`src/rtl/fetch_ctrl_2way.sv`:
```
// fetch_ctrl_2way
// Dual-issue fetch controller. Drives the slot-0/slot-1 read addresses of a
// combinational instruction memory and captures each returned pair into a
// small pair FIFO. Decode pulls pairs with a valid/ready handshake. A branch
// redirect flushes the FIFO. Fetch stops at a programmable end address.
//
// Ports
//   clk          in   clock, rising edge
//   rst_n        in   asynchronous active-low reset
//   PC           out  slot-0 fetch address
//   PC4          out  slot-1 fetch address (PC + 4)
//   instr1       in   instruction at PC, same cycle
//   instr2       in   instruction at PC4, same cycle
//   branch_en    in   redirect request
//   branch_pc    in   redirect target (low two bits ignored)
//   dec_ready    in   decode accepts the head pair
//   dec_valid    out  FIFO non-empty
//   dec_valid2   out  slot 1 of the head pair is valid
//   dec_pc       out  slot-0 address of the head pair
//   dec_instr1   out  head pair slot-0 instruction
//   dec_instr2   out  head pair slot-1 instruction
//   fifo_count   out  occupied FIFO entries
//   halted       out  controller is in HALT
module fetch_ctrl_2way #(
  parameter logic [63:0] RESET_PC = 64'h0,
  parameter logic [63:0] END_PC   = 64'h180,
  parameter int          DEPTH    = 4
) (
  input  logic                       clk,
  input  logic                       rst_n,
  output logic [63:0]                PC,
  output logic [63:0]                PC4,
  input  logic [31:0]                instr1,
  input  logic [31:0]                instr2,
  input  logic                       branch_en,
  input  logic [63:0]                branch_pc,
  input  logic                       dec_ready,
  output logic                       dec_valid,
  output logic                       dec_valid2,
  output logic [63:0]                dec_pc,
  output logic [31:0]                dec_instr1,
  output logic [31:0]                dec_instr2,
  output logic [$clog2(DEPTH):0]     fifo_count,
  output logic                       halted
);

  localparam int AW = $clog2(DEPTH);
  localparam int CW = AW + 1;
  localparam logic [CW-1:0] FULL_CNT = CW'(DEPTH);

  typedef enum logic [1:0] {IDLE, FETCH, REDIRECT, HALT} state_t;

  state_t        state;
  logic [AW-1:0] wr_ptr;
  logic [AW-1:0] rd_ptr;
  logic [CW-1:0] count;

  logic [63:0]   mem_pc [DEPTH];
  logic [31:0]   mem_i1 [DEPTH];
  logic [31:0]   mem_i2 [DEPTH];
  logic          mem_v2 [DEPTH];

  logic          full;
  logic          at_end;
  logic          redirect;
  logic          push;
  logic          pop;

  assign PC4        = PC + 64'd4;
  assign fifo_count = count;
  assign dec_valid  = (count != '0);

  assign full     = (count == FULL_CNT);
  assign at_end   = (PC >= END_PC);
  // Redirect wins over push and pop; it is ignored only in the one-cycle IDLE.
  assign redirect = branch_en && (state != IDLE);
  // Fullness is judged on the count at the start of the cycle, so a pop from a
  // full FIFO does not free a slot for a push in the same cycle.
  assign push     = (state == FETCH) && !redirect && !at_end && !full;
  assign pop      = dec_valid && dec_ready && !redirect;

  // Head outputs come straight from the FIFO storage; forced to zero when
  // empty so the reset values are well defined without resetting the array.
  assign dec_pc     = dec_valid ? mem_pc[rd_ptr] : '0;
  assign dec_instr1 = dec_valid ? mem_i1[rd_ptr] : '0;
  assign dec_instr2 = dec_valid ? mem_i2[rd_ptr] : '0;
  assign dec_valid2 = dec_valid && mem_v2[rd_ptr];

  // Control: state machine, fetch address, FIFO pointers and occupancy
  always_ff @(posedge clk or negedge rst_n) begin
    if (!rst_n) begin
      state  <= IDLE;
      PC     <= RESET_PC;
      halted <= 1'b0;
      wr_ptr <= '0;
      rd_ptr <= '0;
      count  <= '0;
    end else if (redirect) begin
      state  <= REDIRECT;
      PC     <= branch_pc & ~64'd3;
      halted <= 1'b0;
      wr_ptr <= '0;
      rd_ptr <= '0;
      count  <= '0;
    end else begin
      case (state)
        IDLE:     state <= FETCH;
        REDIRECT: state <= FETCH;
        FETCH: begin
          if (at_end) begin
            state  <= HALT;
            halted <= 1'b1;
          end
        end
        HALT:     state <= HALT;
        default:  state <= IDLE;
      endcase

      if (push) begin
        wr_ptr <= wr_ptr + 1'b1;
        PC     <= PC + 64'd8;
      end
      if (pop) begin
        rd_ptr <= rd_ptr + 1'b1;
      end

      case ({push, pop})
        2'b10:   count <= count + 1'b1;
        2'b01:   count <= count - 1'b1;
        default: count <= count;
      endcase
    end
  end

  // Data: pair storage, written on push; stale entries are masked by count
  always_ff @(posedge clk) begin
    if (push) begin
      mem_pc[wr_ptr] <= PC;
      mem_i1[wr_ptr] <= instr1;
      mem_i2[wr_ptr] <= instr2;
      mem_v2[wr_ptr] <= (PC4 < END_PC);
    end
  end

endmodule

```
`config.mk`:
```
export PLATFORM = sky130hd
export DESIGN_NAME = fetch_ctrl_2way
export DESIGN_NICKNAME = d
export VERILOG_FILES = /design/src/rtl/fetch_ctrl_2way.sv
export SDC_FILE = /design/constraint.sdc
export NUM_CORES = 1
export LEC_CHECK = 0
export ABC_AREA = 1
export ABC_CLOCK_PERIOD_IN_PS = 12600
export CAP_MARGIN = 10
export CORE_UTILIZATION = 55
export DETAILED_ROUTE_END_ITERATION = 7
export PLACE_DENSITY = 0.78
export SLEW_MARGIN = 15
export SYNTH_ARGS = -nofsm -noshare
export SYNTH_HDL_FRONTEND = slang
export SYNTH_SLANG_ARGS = --single-unit
```
`constraint.sdc`:
```
create_clock -name clk -period 12.6 [get_ports clk]
set_input_delay 2.52 -clock clk [delete_from_list [all_inputs] [get_ports clk]]
set_output_delay 2.52 -clock clk [all_outputs]
set_load 0.05 [all_outputs]
```
# Yosys cells after proc, flatten, opt, wreduce, memory -nomap -nowiden
# Memories as Yosys holds them, arrays and structs flattened.
# Cells that the tools add are included.
# word_totals
regBits	74
ramBits	516
out_inout_bits	262
word_cells	64
n_memories	4
# mem_list
memory	depth	word_bits	rd	rd_clocked_by_memory_dff	write_ports	line	source
mem_pc	4	64	1	0	1	58	logic [63:0] mem_pc [DEPTH];
mem_i1	4	32	1	0	1	59	logic [31:0] mem_i1 [DEPTH];
mem_i2	4	32	1	0	1	60	logic [31:0] mem_i2 [DEPTH];
mem_v2	4	1	1	0	1	61	logic mem_v2 [DEPTH];
# op_classes
addsub	6
n_lt_le_gt_ge	2
eq_ne	7
n_mux	19
n_reduce_logical	20
# ops
operator	count
$mux W64	3
$add A64 B3 Y64 const B	1
$add A64 B4 Y64 const B	1
$ge A64 B9 Y1 const B	1
$lt A64 B9 Y1 const B	1
$mux W32	2
$mux W2	6
$reduce_bool A2 Y1	5
$logic_and A1 B1 Y1	7
$eq A2 B2 Y1 const B	3
$pmux W2 S3	1
$pmux W3 S2	1
$reduce_bool A3 Y1	2
$mux W1	5
$add A2 B1 Y2 const B	2
$eq A2 B1 Y1 const B	2
$add A3 B1 Y3 const B	1
$eq A3 B3 Y1 const B	1
$logic_not A1 Y1	3
$mux W3	1
$ne A3 B3 Y1 const B	1
$sub A3 B1 Y3 const B	1
$logic_not A2 Y1	1
$reduce_and A2 Y1	1
$reduce_or A2 Y1	1

# Longest topological paths before layout
# Gate-level depths: netlist (run 1).
# logic_depth
ltp_word	9
ltp_mapped	15
ltp_nobuf	15

# Worst setup path after synthesis (run 1)
# Ideal clock, no wire load.
# synth_path
path_kind	input-to-reg
startpoint	input port branch_en
endpoint	memory mem_i1[0][0] (enable)
setup_time_ps	615
t_arrival_ps	8334
t_required_ps	11985
slack_ps	3651
stages	6
n_path_buf	1
path_cell_list	inv_1 nand2_1 inv_1 nand4_1 clkbuf_1 nor2_1
# synth_via
elab_chain_cells	7
# synth_lines
element	line	source
start: declaration	35	input logic branch_en,
$logic_and A1 B1 Y1	76	assign redirect = branch_en && (state != IDLE);
$logic_not A1 Y1	79	assign push = (state == FETCH) && !redirect && !at_end && !full;
$logic_and A1 B1 Y1 (3 in series)	79	
$mux W1	137	if (push) begin
$mux W1 (not written as such)	139	mem_i1[wr_ptr] <= instr1;
end: declaration	59	
# Every way passes these cells.

# Worst setup path in the final report (run 1)
# layout_path
startpoint	register rd_ptr[0]
endpoint	output port dec_pc[50]
# layout_via
elab_chain_cells	2
# layout_lines
element	line	source
start: declaration	55	logic [AW-1:0] rd_ptr;
start signal: assignment	124	rd_ptr <= rd_ptr + 1'b1;
$mem_v2 Z4 W64	-	
$mux W64	84	assign dec_pc = dec_valid ? mem_pc[rd_ptr] : '0;
end: declaration	40	output logic [63:0] dec_pc,
# Every way passes these cells.

==> qor_table.md, run 1 <==
| Stage | Parameter | Reported |
|---|---|---|
| global route | Met2 demand-to-capacity share in global routing | 0.5067 |
| global route | M1 GR Usage | 0.4257 |
| detailed routing | Routed wire length per instance | 21.61 um |
| die | # IOs | 394 |
| yosys | Mux cell area share after synthesis | 0 |
| clock network | Clk root buf | clkbuf_16 |
| layout | Nets@finish | 2884 |
| clock network | Count of instances resized after the clock tree is built | 0 |
| global route | Most heavily used metal layer in global routing | met2 |
| yosys | Compound-cell area share of the yosys netlist | 0.09198 |
| detailed routing | Post-route ant nets | 0 |
| die | Placement row count | 77 |
| layout | Number of fill cells in the layout | 3206 |
| yosys | Share of synthesized area occupied by flip-flops and latches | 0.6800 |
| global route | Met3 capacity usage during global routing | 0.04877 |
| yosys | Largest family of logic cells by synthesized area | simple AND/OR/NAND/NOR gates |
| sta | Final setup viols | 0 |
| global route | Total GRT Usage | 0.3119 |
| layout | Final Core Density | 0.7004 |
| die | Area of the die | 46470 um2 |
| yosys | Post-synthesis sequential element count | 580 |
| die | Initial standard-cell utilization of the core | 0.5623 |
| clock network | Post CTS Setup Buffer Count | 0 |
| detailed routing | Number of vias per cell | 5.649 |
| setup path | Launching element type of the critical path | flip-flop |
| yosys | Synthesis Warnings | 0 |
| power and ir drop | Leakage dissipation | 11.25 nW |
| yosys | Unique masters post-synth | 34 |
| setup path | Required @ worst endpoint | 10.08 ns |
| clock network | Hold_buf cts | 0 |
| yosys | Area share of and/or/nand/nor cells after synthesis | 0.1728 |
| yosys | Number of instances in the synthesized netlist | 2397 |
| status | Outcome | finished clean |
| sta | Final count of pins violating max slew | 0 |
| power and ir drop | Pwr Total | 4.346 mW |
| die | DIE WIDTH | 215.6 um |
| yosys | Synth Cell Area | 25080 um2 |
| sta | Part of the cycle the worst path needs | 0.6092 |
| place | Last weighted congestion value of the routability-driven placer | 0.9338 |
| clock network | Number of levels the H-tree was split into | 2 |
| die | Area of the core | 44610 um2 |
| global route | Total grt overflow | 0 |
| power and ir drop | Power Dens Cells | 139.1 nW/um2 |
| yosys | Adder-Cell Fraction of Synth Area | 0.004290 |
| sta | Final min period | 7.675 ns |
| clock network | Clock tree from TritonCTS | done |
| global route | First-pass GRT wire length | 109500 um |
| power and ir drop | Worst IR Drop VDD | 101.9 uV |
| clock network | Clk Latency, worst-skew pair | 0.61 ns |
| yosys | Flip-flop cell with the highest count after synthesis | edfxtp_1 |
| detailed routing | Via count | 19140 |
| clock network | TritonCTS Buffers | 55 |
| hold path | Kind of path behind the tightest hold check | reg -> reg |
| die | Die boundary height | 215.6 um |
| sta | Final hold violation count | 0 |
| sta | Worst slew slack as a fraction of its limit | 0.1973 |
| setup path | Signal arrival time at the worst endpoint | 5.16 ns |
| detailed routing | Drt first pass iters | 5 |
| layout | Share of post-route cells with drive strength above 1 | 0.05169 |
| clock network | Register clock-pin slew on the reported worst setup and hold paths | 0.06 ns |
| detailed routing | DR iter-0 viols | 2076 |
| yosys | Fraction of synthesis flops using an asynchronous set or reset pin | 0.1241 |
| clock network | Num Clock Sinks | 580 |
| sta | Setup TNS | 0 ns |
| detailed routing | Number of design rule violations left after detail routing | 0 |
| layout | Growth of design area from synthesis to finish | 24.56% |
| clock network | Number of buffers on the longest clock path | 3 |
| sta | Tightest Pin Transition | 1.198 ns |
| setup path | CP Class | reg -> out |
| global route | Antenna violations before repair | 10 |
| sta | Highest clock frequency the design can meet | 130.3 MHz |
| setup path | Nature of the critical path endpoint | output port |
| yosys | Number of enable flip-flop cells after synthesis | 508 |
| place | Placed wire-length estimate after detailed placement | 47060 um |
| global route | Largest net degree at the start of global routing | 158 |
| global route | Number of global-route vias before repair | 18620 |
| detailed routing | Sum of routed wire length over all layers | 73210 um |
| yosys | Xor and xnor area share after synthesis | 0.01182 |
| setup path | Worst Path Max Fanout | 99 |
| sta | Setup clock skew after layout | 0.02856 ns |
| place | Number of port buffers | 385 |
| yosys | Average size of a mapped cell | 10.46 um2 |
| sta | RSZ-0062 raised after global routing | no |
| flow run | Maxcap violations | 0 |
## Yosys cell counts, types with 2 or more instances
library cell | n | share of area
nand3_2 | 2 | 0.00080
o21ai_1 | 2 | 0.00040
inv_2 | 4 | 0.00060
o22ai_1 | 3 | 0.00075
nand3_1 | 41 | 0.0082
nand4_1 | 25 | 0.0062
a21oi_1 | 132 | 0.026
ha_1 | 7 | 0.0035
nor2_4 | 11 | 0.0049
nand2_2 | 9 | 0.0022
nor2_1 | 660 | 0.099
dfrtp_1 | 72 | 0.072
nand2_4 | 4 | 0.0018
xor2_1 | 31 | 0.011
nor3_1 | 6 | 0.0012
inv_1 | 128 | 0.019
nor2_8 | 3 | 0.0024
buf_1 | 13 | 0.0019
nand3b_1 | 2 | 0.00060
a31oi_1 | 2 | 0.00050
buf_4 | 7 | 0.0021
edfxtp_1 | 508 | 0.61
o21ai_0 | 319 | 0.064
clkbuf_1 | 99 | 0.015
nor2_2 | 7 | 0.0017
nand2_1 | 292 | 0.044
## worst max-delay path, stage by stage (launching register included)
cell	delay, ns
dfrtp_4	0.88
buf_4	0.95
buf_4	0.97
nor2_1	0.17
nor2_1	0.16
o21ai_0	0.11
a21oi_1	0.30
clkdlybuf4s50_1	0.87
## metrics by stage
stage | hold WS (ns) | instance area (um2) | setup slack, ns | cells
detailed placement | 0.5158 | 29440 | 5.725 | 3279
floorplan | 0.4717 | 25100 | 3.651 | 2402
finish | 0.5281 | 31240 | 4.925 | 3388
global placement | 0.4772 | 29440 | 5.803 | 3279
CTS | 0.5298 | 31220 | 4.967 | 3378
global route | 0.5457 | 31240 | 4.682 | 3387
## layout make-up
| cell class | count | area [um2] | area share |
|---|---|---|---|
| sequential | 580 | 17060 | 0.5462 |
| multi-input combinational | 1569 | 7116 | 0.2277 |
| timing repair buffer | 405 | 4011 | 0.1284 |
| clock buffer | 74 | 1540 | 0.04930 |
| tap | 592 | 740.7 | 0.02371 |
| inverter | 133 | 506.7 | 0.01622 |
| clock inverter | 25 | 240.2 | 0.007689 |
| antenna | 10 | 25.02 | 0.0008009 |
## state kept, by name, summed over array words and instances, names as in the netlist
name and cells:
mem_i2 128, wr_ptr 2, mem_i1 128, PC 62
rd_ptr 2, state 2, fifo_count 3, mem_v2 4
halted 1, mem_pc 248
## cells by family (layout without fill, tap and decap cells)
kind of cell             after synthesis  count (layout)
other                                  1              16
flip-flops                           580             580
buffers and inverters                253             637
AND/OR/NAND/NOR                     1063            1063
XOR/XNOR                              33              33
adder cells (fa/ha/maj)                8               8
AO/OA/AOI/OAI                        459             459
## cells in the final DEF (no fill, tap or decap), drive strengths merged
cell           instances
a21oi                132
nand3                 43
clkdlybuf4s50        384
fa                     1
xor2                  32
xnor2                  1
o22ai                  3
buf                   21
nor2                 681
and2                   1
dfrtp                 72
conb                   6
nand2                305
nand4                 25
o2111ai                1
diode                 10
nor3                   6
bufinv                 5
edfxtp               508
a31oi                  2
clkbuf                74
clkinv                18
o21ai                321
clkinvlp               2
inv                  133
nand3b                 2
ha                     7
## routing by layer
layer,routed length [um],vias up
met4,2470,0
met3,5955,133
met2,35120,901
li1,-,8817
met5,0,-
met1,29670,9287
## power by group
group          internal (mW)  switching [mW]
combinational          0.155           0.344
sequential              2.13          0.0810
clock                  0.952           0.683
total                   3.24            1.11
## worst paths after layout
path,startpoint,end,slack (ns),cells past startpoint
max,rd_ptr[0],dec_pc[50],4.92,7
max in group asynchronous,rst_n,rd_ptr[0],9.70,2
min reg2reg,halted,halted,0.53,2
max reg2reg,PC[32],mem_pc[2][48],7.48,10
min in group asynchronous,rst_n,PC[55],2.14,2
min,halted,halted,0.53,2
(Power assumes the default switching activity.)
==> inputs of run 2 (changes only) <==
Settings changed: ABC_CLOCK_PERIOD_IN_PS 12600 to 8000, CORE_UTILIZATION 55 to 54, PLACE_DENSITY 0.78 to 0.77.
Clock period 12.6 ns to 8 ns, I/O delays scaled along.
==> run 2 against run 1 <==
Compared with the run above:
- flip-flop and latch count unchanged
- cell area is essentially flat
- first-iteration DRC count up 2.5%
- critical endpoint is now dec_pc[54]
- sequential share of layout area about the same
- global-route usage is 0.51 points lower
- final cell count about the same
- combinational power rose by 57%
- largest cell class unchanged
- total power is 56% higher
- non-clock buffer count did not move
- clock power rose by 54%
- sequential power grew 57%
- count of clock-buffer cells in the layout did not move
==> qor_table.md, run 2 (synthesis results as in run 1) <==
| Stage | Parameter | Reported | vs previous |
|---|---|---|---|
| power and ir drop | Pwr Total | 6.786 mW | +56% |
| clock network | Number of levels the H-tree was split into | 2 | unchanged |
| clock network | Post CTS Setup Buffer Count | 0 | unchanged |
| place | Last weighted congestion value of the routability-driven placer | 0.9566 | +2.4% |
| detailed routing | DR iter-0 viols | 2128 | +2.5% |
| setup path | Launching element type of the critical path | flip-flop |  |
| sta | Worst slew slack as a fraction of its limit | 0.2378 | +0.04050 |
| power and ir drop | Power Dens Cells | 217.2 nW/um2 | +56% |
| status | Outcome | finished clean |  |
| layout | Commonest cells after routing, fill and taps aside | nor2_1, edfxtp_1, clkdlybuf4s50_1 |  |
| setup path | Worst Path Max Fanout | 141 | +42% |
| sta | Tightest Pin Transition | 1.143 ns | -0.05422 ns |
| detailed routing | Drt first pass iters | 5 | unchanged |
| global route | Number of global-route vias before repair | 18530 | -0.47% |
| die | Placement row count | 78 | +1.3% |
| die | Area of the core | 45580 um2 | +2.2% |
| detailed routing | Sum of routed wire length over all layers | 72770 um | -0.61% |
| sta | Part of the cycle the worst path needs | 0.7406 |  |
| flow run | Maxcap violations | 0 | unchanged |
| setup path | Signal arrival time at the worst endpoint | 4.32 ns | -0.84 ns |
| clock network | TritonCTS Buffers | 56 | +1.8% |
| layout | Most common library cell in the layout ignoring fill and taps | nor2_1 |  |
| sta | Setup clock skew after layout | 0.02618 ns | -0.002384 ns |
| layout | Largest registers | mem_pc: 248 flops, mem_i1: 128 flops, mem_i2: 128 flops |  |
| layout | Top reg by flops | mem_pc |  |
| setup path | Required @ worst endpoint | 6.40 ns | -3.68 ns |
| global route | First-pass GRT wire length | 109200 um | -0.32% |
| clock network | Hold_buf cts | 0 | unchanged |
| layout | Finished layout cell area | 31240 um2 | about the same |
| layout | Share of post-route cells with drive strength above 1 | 0.05280 | +0.001115 |
| sta | Final setup viols | 0 | unchanged |
| setup path | Reg2reg path depth | 9 | -1 |
| die | Die boundary height | 217.5 um | +0.91% |
| global route | Total grt overflow | 0 | unchanged |
| detailed routing | Number of vias per cell | 5.626 | -0.41% |
| sta | Setup TNS | 0 ns | unchanged |
| layout | Flip-flop count of the largest register, all copies and words added | 248 | unchanged |
| hold path | Instance count along the most critical hold path | 2 | unchanged |
| detailed routing | Via count | 19080 | -0.32% |
| layout | Final Core Density | 0.6854 | -0.01507 |
| place | Number of port buffers | 385 | unchanged |
| global route | Total GRT Usage | 0.3069 | -0.005077 |
| die | Initial standard-cell utilization of the core | 0.5504 | -0.01196 |
| detailed routing | Routed wire length per instance | 21.46 um | -0.69% |
| global route | Largest net degree at the start of global routing | 142 | -10% |
| power and ir drop | Worst IR Drop VDD | 150.3 uV | +47% |
| hold path | Kind of path behind the tightest hold check | reg -> reg |  |
| place | Placed inst area | 29490 um2 | +0.16% |
| setup path | CP Class | reg -> out |  |
| sta | Highest clock frequency the design can meet | 168.8 MHz |  |
| die | DIE WIDTH | 217.5 um | +0.91% |
| sta | Final hold violation count | 0 | unchanged |
| sta | Final count of pins violating max slew | 0 | unchanged |
| setup path | Nature of the critical path endpoint | output port |  |
| clock network | Register clock-pin slew on the reported worst setup and hold paths | 0.06 ns | about the same |
| clock network | Clk Latency, worst-skew pair | 0.61 ns | about the same |
| detailed routing | Number of design rule violations left after detail routing | 0 | unchanged |
| clock network | Clk root buf | clkbuf_16 |  |
| clock network | Number of buffers on the longest clock path | 3 | unchanged |
| die | Area of the die | 47320 um2 | +1.8% |
| layout | Nets@finish | 2885 | +0.035% |
| sta | Final worst hold slack | 0.5240 ns | -0.004126 ns |
| detailed routing | Post-route ant nets | 0 | unchanged |
| sta | RSZ-0062 raised after global routing | no |  |
| layout | Number of fill cells in the layout | 3342 | +4.2% |
| clock network | Count of instances resized after the clock tree is built | 0 | unchanged |
| die | # IOs | 394 | unchanged |
| global route | Antenna violations before repair | 7 | -3 |
| sta | Final min period | 5.925 ns |  |
| place | Placed wire-length estimate after detailed placement | 46470 um | -1.2% |
| layout | Growth of design area from synthesis to finish | 24.53% | about the same |
| clock network | Num Clock Sinks | 580 | unchanged |
| clock network | Clock tree from TritonCTS | done |  |
| power and ir drop | Leakage dissipation | 11.25 nW | about the same |
==> run 2: cell types whose count changed in the layout (fill, tap and decap cells not counted), moves of 3 or more <==
cell	delta
clkinv_1	-7
buf_12	+3
clkinv_2	+6
diode_2	-3
buf_4	-3
==> run 2: critical path, cell delays in order, from the launching register on <==
cell,delay [ns]
dfrtp_4,0.85
inv_6,0.86
buf_4,0.60
o21ai_0,0.19
a21oi_1,0.26
clkdlybuf4s50_1,0.87
==> run 2: stage by stage <==
| step | instances | worst slack [ns] |
|---|---|---|
| finish | 3391 | 2.075 |
| global route | 3391 | 1.790 |
| CTS | 3384 | 2.041 |
| detailed placement | 3287 | 2.703 |
| global placement | 3287 | 2.761 |
| floorplan | 2402 | -0.02912 |
==> run 2: power breakdown <==
part | leakage (nW) | switching (mW) | internal, mW
clock | 0.851 | 1.08 | 1.44
combinational | 4.95 | 0.539 | 0.243
sequential | 5.44 | 0.123 | 3.36
total | 11.2 | 1.74 | 5.04
==> run 2: final cells by class <==
class	count	area (um2)	area share
antenna	7	17.52	0.0005608
clock buffer	74	1509	0.04831
clock inverter	23	224.0	0.007170
inverter	133	506.7	0.01622
multi-input combinational	1569	7116	0.2278
sequential	580	17060	0.5463
tap	600	750.7	0.02403
timing repair buffer	405	4049	0.1296
==> run 2: layer usage <==
layer,up-vias,share of wire,track usage
li1,8820,-,-
met1,9206,0.40,0.4153
met2,889,0.48,0.4949
met3,162,0.078,0.04854
met4,0,0.042,0.1303
met5,-,0,0
==> run 2: worst paths after layout <==
kind / from / slack (ns) / endpoint
max: rd_ptr[0] / 2.08 / dec_pc[54]
min: state[0] / 0.52 / state[1]
max reg2reg: PC[37] / 3.75 / mem_i1[2][10]
min reg2reg: state[0] / 0.52 / state[1]
max in group asynchronous: rst_n / 6.02 / rd_ptr[0]
min in group asynchronous: rst_n / 1.22 / PC[45]
==> variant 1: new RTL, settings of run 2 <==
Encoding of `state_t`: now one-hot (4 bits for 4 states).
--- a/src/rtl/fetch_ctrl_2way.sv
+++ b/src/rtl/fetch_ctrl_2way.sv
@@ -50,3 +50,3 @@
 
-  typedef enum logic [1:0] {IDLE, FETCH, REDIRECT, HALT} state_t;
+  typedef enum logic [3:0] {IDLE = 4'b0001, FETCH = 4'b0010, REDIRECT = 4'b0100, HALT = 4'b1000} state_t;
 
Check against the original RTL: same outputs for any inputs over 4 cycles, from zero or initial values and one cycle with rst_n low; so few cycles prove little.
==> variant 1 against run 2 <==
- clock skew is 0.0029 ns higher
- cell count is 2.0% higher
- hold slack better by 0.0089 ns
- routed wire length is 0.82% higher
- die area is 0.67% higher
- non-clock buffer count is 1 higher
- area after synthesis is 0.68% higher
- count of clock-buffer cells in the layout is 6 lower
- via count is 1.9% higher
- setup slack better by 0.18 ns
- cell area is 0.63% higher
- fmax is 3.2% higher
- sequential cell count is 2 higher
- largest cell class unchanged
- highest routed layer unchanged
Power is not compared: it rests on default switching activity, and its combinational part moved more than twofold at a synthesized area within 25%.
==> variant 1: results (changes against run 2) <==
[placed_design]
port-buffer-count = 385  ; unchanged
hpwl_um = 47400  ; +2.0%
post_place_setup_slack_ns = 2.87  ; +0.165 ns
globalplace.congestion = 0.959  ; +0.25%

[global_route]
globalRouteTotalUtil_pct = 30.8  ; +0.12 points
grt_first_pass_wirelength_um = 110000  ; +0.87%
grt_max_degree = 201  ; +42%
vias_in_the_first_global_route = 18896  ; +2.0%
antenna_found_initial = 3  ; -4

[logic_synthesis]
synthXorXnorAreaFrac_pct = 0.416  ; -0.77 points
netlist_top_cells_area = edfxtp_1, nor2_1, dfrtp_1
synthTopCellsByCount = nor2_1, edfxtp_1, nand2_1, o21ai_0, a21oi_1
synthesized_area_fraction_occupied_by_ao_oa_aoi_and_oai_cells_pct = 9.26  ; +0.067 points
yosys.area_share.adder_pct = 0.426  ; -0.0029 points
yosys.cell_types.count = 37  ; +8.8%
synth.yosys.seq_area_share_pct = 67.7  ; -0.26 points
share_of_flip_flops_with_an_asynchronous_set_or_reset_pct = 12.7  ; +0.30 points

[final_layout]
fillCellCount = 3412  ; +2.1%
finalNetCount = 2952  ; +2.3%
share_of_post_route_cells_with_drive_strength_above_1_pct = 5.35  ; +0.073 points

[detailed_routing]
detailedRoute.firstIterationViolations = 1664  ; -22%
detail_route.vias_per_cell = 5.62  ; -0.18%
route.final.wire_length_um = 73400  ; +0.82%
detail_route.first_pass.iterations = 7  ; +2

[timing]
final.setup.worst_slack_ns = 2.26  ; +0.182 ns
clock-skew-final_ns = 0.0290  ; +0.00286 ns

[setup_path]
worst_ep_arrival_time_ns = 4.14  ; -0.18 ns
critPathMaxStageDelay_ns = 0.90  ; +0.03 ns

[status]
run_status = complete, no violations

[worst_hold_path]
worstHoldPathType = reg -> reg

-- variant 1: report_power, final --
| part | internal, mW | switching (mW) |
|---|---|---|
| sequential | 3.55 | 0.465 |
| combinational | 1.77 | 4.48 |
| clock | 1.40 | 1.11 |
-- variant 1: kinds of logic after synthesis --
family | after synthesis
compound gates | 465
flops | 582
buf+inv | 242
other cells | 1
xor+xnor | 12
fa+ha+maj | 8
simple gates | 1152
-- variant 1: stage by stage --
| step | instances | hold WS, ns | area, um^2 | power [mW] | TNS, ns |
|---|---|---|---|---|---|
| after floorplan | 2467 | 0.546 | 25300 | 7.99 | -35.36 |
| after global placement | 3354 | 0.499 | 29700 | 10.2 | 0 |
| after detailed placement | 3354 | 0.519 | 29700 | 10.3 | 0 |
| after CTS | 3458 | 0.538 | 31400 | 12.8 | 0 |
| after global routing | 3460 | 0.545 | 31400 | 13.3 | 0 |
| final | 3460 | 0.533 | 31400 | 12.8 | 0 |
-- variant 1: per-layer routing --
metal  global-route usage, %  wire (um)  up-vias  share of wire, %
met1                    41.9      30000     9337                41
met5                       0          0        -                 0
li1                        -          -     9084                 -
met2                    50.7      35500      870                48
met3                    4.77       5480      139               7.5
met4                    10.3       2350        0               3.2
-- variant 1: final cells by class --
cell class | instances | area [um^2] | share of cell area (%)
Multi-Input combinational cell | 1643 | 7270 | 23.1
Tap cell | 600 | 751 | 2.39
Inverter | 123 | 469 | 1.49
Clock buffer | 68 | 1460 | 4.63
Sequential cell | 582 | 17100 | 54.5
Clock inverter | 36 | 294 | 0.935
Timing Repair Buffer | 406 | 4070 | 12.9
Antenna cell | 2 | 5.00 | 0.0159
-- variant 1: final timing paths --
kind,startpoint,endpoint,slack (ns),cells past startpoint
worst max-delay path,rd_ptr[0]$_DFFE_PN0P_,dec_valid2,2.26,5
worst min-delay path,halted$_DFFE_PN0P_,halted$_DFFE_PN0P_,0.53,2
worst max register to register,PC[63]$_DFFE_PN0P_,mem_pc[2][30]$_DFFE_PP_,4.39,9
worst min register to register,halted$_DFFE_PN0P_,halted$_DFFE_PN0P_,0.53,2
max in group asynchronous,rst_n,rd_ptr[0]$_DFFE_PN0P_,6.02,2
min in group asynchronous,rst_n,fifo_count[0]$_DFFE_PN0P_,1.23,2
-- variant 1: tightest hold or removal path, cell delays in order (launching register included) --
cell     delay [ns]
dfrtp_1        0.36
a21oi_1        0.05
nor2_1         0.09
==> variant 2: new RTL, settings of run 2 <==
Made on the original files. Change the parameter `END_PC` from 64'h180 to 64'h0C0.
--- a/src/rtl/fetch_ctrl_2way.sv
+++ b/src/rtl/fetch_ctrl_2way.sv
@@ -25,3 +25,3 @@
   parameter logic [63:0] RESET_PC = 64'h0,
-  parameter logic [63:0] END_PC   = 64'h180,
+  parameter logic [63:0] END_PC   = 64'h0C0,
   parameter int          DEPTH    = 4
Formal check against the unedited RTL: same outputs for any inputs over 4 cycles, from zero or initial values and one cycle with rst_n low; that may be too few to reach the edited logic, so the function may still have changed.
==> variant 2 against run 2 <==
- largest power group unchanged
- global-route usage rose by 0.58 points
- cell area rose by 0.54%
- setup slack improved by 0.11 ns
- critical endpoint is now dec_pc[20]
- sequential cell count did not move
- power rose by 2.8%
- first-iteration DRC count fell by 14%
- count of clock-buffer cells in the layout fell by 9
- via count rose by 0.85%
- routed wire length rose by 1.8%
- area after synthesis rose by 0.14%
==> variant 2: results (changes against run 2) <==
[status]
run_status = complete, no violations

[clocking]
postCtsResizedCells = 0  ; unchanged
worstSkewPairLatency_ns = 0.62
tritoncts.num_buffers = 56  ; unchanged
cts.htree.levels = 2  ; unchanged

[detailed_routing]
route.layer.met1.wl_um = 30200  ; +3.5%
avgRoutedWirePerCell_um = 21.7  ; +1.1%
dr_wl_met2_um = 34900  ; about the same
via_count = 19239  ; +0.85%
routed-wl-met3_um = 6210  ; +9.6%
detail_route.first_pass.iterations = 5  ; unchanged
detailedRoute.firstIterationViolations = 1822  ; -14%

[placed_design]
post_place_setup_slack_ns = 2.85  ; +0.146 ns
hpwl_um = 47200  ; +1.6%
port-buffer-count = 385  ; unchanged
placed_cell_area_um2 = 29500  ; +0.12%
globalplace.congestion = 0.978  ; +2.2%

[final_layout]
finalCoreUtilization_pct = 68.8  ; +0.22 points
layout_top_registers = mem_pc (248), mem_i1 (128), mem_i2 (128)
finalNetCount = 2903  ; +0.62%
share_of_post_route_cells_with_drive_strength_above_1_pct = 5.41  ; +0.13 points
fillCellCount = 3322  ; -0.60%

[global_route]
vias_in_the_first_global_route = 18488  ; -0.24%
antenna_found_initial = 5  ; -2
grt_max_degree = 202  ; +42%
grt_first_pass_wirelength_um = 110000  ; +0.82%
globalRouteTotalUtil_pct = 31.3  ; +0.58 points

[setup_path]
cpMaxStageDelayCell = clkdlybuf4s50_1
worst_ep_arrival_time_ns = 4.22  ; -0.10 ns
critPathMaxStageDelay_ns = 0.89  ; +0.02 ns
crit_fanout = 116  ; -18%

[logic_synthesis]
netlist.area_leader.share_pct = 60.7  ; -0.085 points
yosys.cell_types.count = 35  ; +2.9%
synthTopCellsByCount = nor2_1, edfxtp_1, o21ai_0, nand2_1, a21oi_1
share_of_flip_flops_with_an_asynchronous_set_or_reset_pct = 12.4  ; unchanged
synth.yosys.seq_area_share_pct = 67.9  ; -0.095 points
netlist_top_cells_area = edfxtp_1, nor2_1, dfrtp_1

[power_and_ir_drop]
max-vdd-ir-drop_v = 0.000194  ; +29%
power.static_leakage_nw = 11.3  ; +0.46%

[timing]
clock-skew-final_ns = 0.0302  ; +0.00401 ns
worst_slew_pin_slew_ns = 1.18  ; +0.0375 ns

[worst_hold_path]
worstHoldPathType = reg -> reg

-- variant 2: per-layer routing --
layer / up-vias / global-route usage [%]
met5: - / 0
met4: 0 / 11.6
met3: 140 / 5.84
met2: 905 / 49.8
met1: 9304 / 42.9
li1: 8890 / -
-- variant 2: final cells by class --
class / count / area share (%)
flip-flops and latches: 580 / 54.3
multi-input cells: 1599 / 22.9
repair buffers: 402 / 12.9
clock buffers: 65 / 4.71
well taps: 600 / 2.39
inverters: 124 / 1.51
clock inverters: 40 / 1.25
diodes: 5 / 0.0398
-- variant 2: tightest hold or removal path, stage by stage, from the launching register on --
cell and delay, ns:
dfrtp_1 0.34, o22ai_1 0.08, inv_1 0.05
-- variant 2: worst paths after layout --
kind,startpoint,endpoint,slack (ns),depth (start not counted)
setup / recovery,rd_ptr[0]$_DFFE_PN0P_,dec_pc[20],2.18,5
hold / removal,state[0]$_DFFE_PN0P_,state[1]$_DFFE_PN0P_,0.51,2
setup reg to reg,PC[46]$_DFFE_PN0P_,mem_pc[3][15]$_DFFE_PP_,3.49,8
hold reg to reg,state[0]$_DFFE_PN0P_,state[1]$_DFFE_PN0P_,0.51,2
max in group asynchronous,rst_n,rd_ptr[0]$_DFFE_PN0P_,6.09,1
min in group asynchronous,rst_n,PC[47]$_DFFE_PN0P_,1.17,1
-- variant 2: metrics by stage --
step	TNS, ns	std cells
2_1_floorplan	-67.86	2424
3_3_place_gp	0	3305
3_5_place_dp	0	3305
4_1_cts	0	3410
5_1_grt	0	3415
6_report	0	3415
-- variant 2: kinds of logic (layout without fill, tap and decap cells) --
family	Yosys count	in the layout	synth area share, %
other cells	1	11	0.0149
xor+xnor	25	25	0.872
flops	580	580	67.9
simple gates	1100	1100	17.6
compound gates	452	452	9.06
fa+ha+maj	8	8	0.428
mux	8	8	0.319
buf+inv	245	631	3.78
-- variant 2: where the power goes --
part / switching (mW) / internal, mW / leakage (nW) / total, mW
logic: 0.548 / 0.252 / 4.98 / 0.799
clock network: 1.12 / 1.55 / 0.909 / 2.67
registers: 0.147 / 3.36 / 5.41 / 3.50
total: 1.82 / 5.16 / 11.3 / 6.97
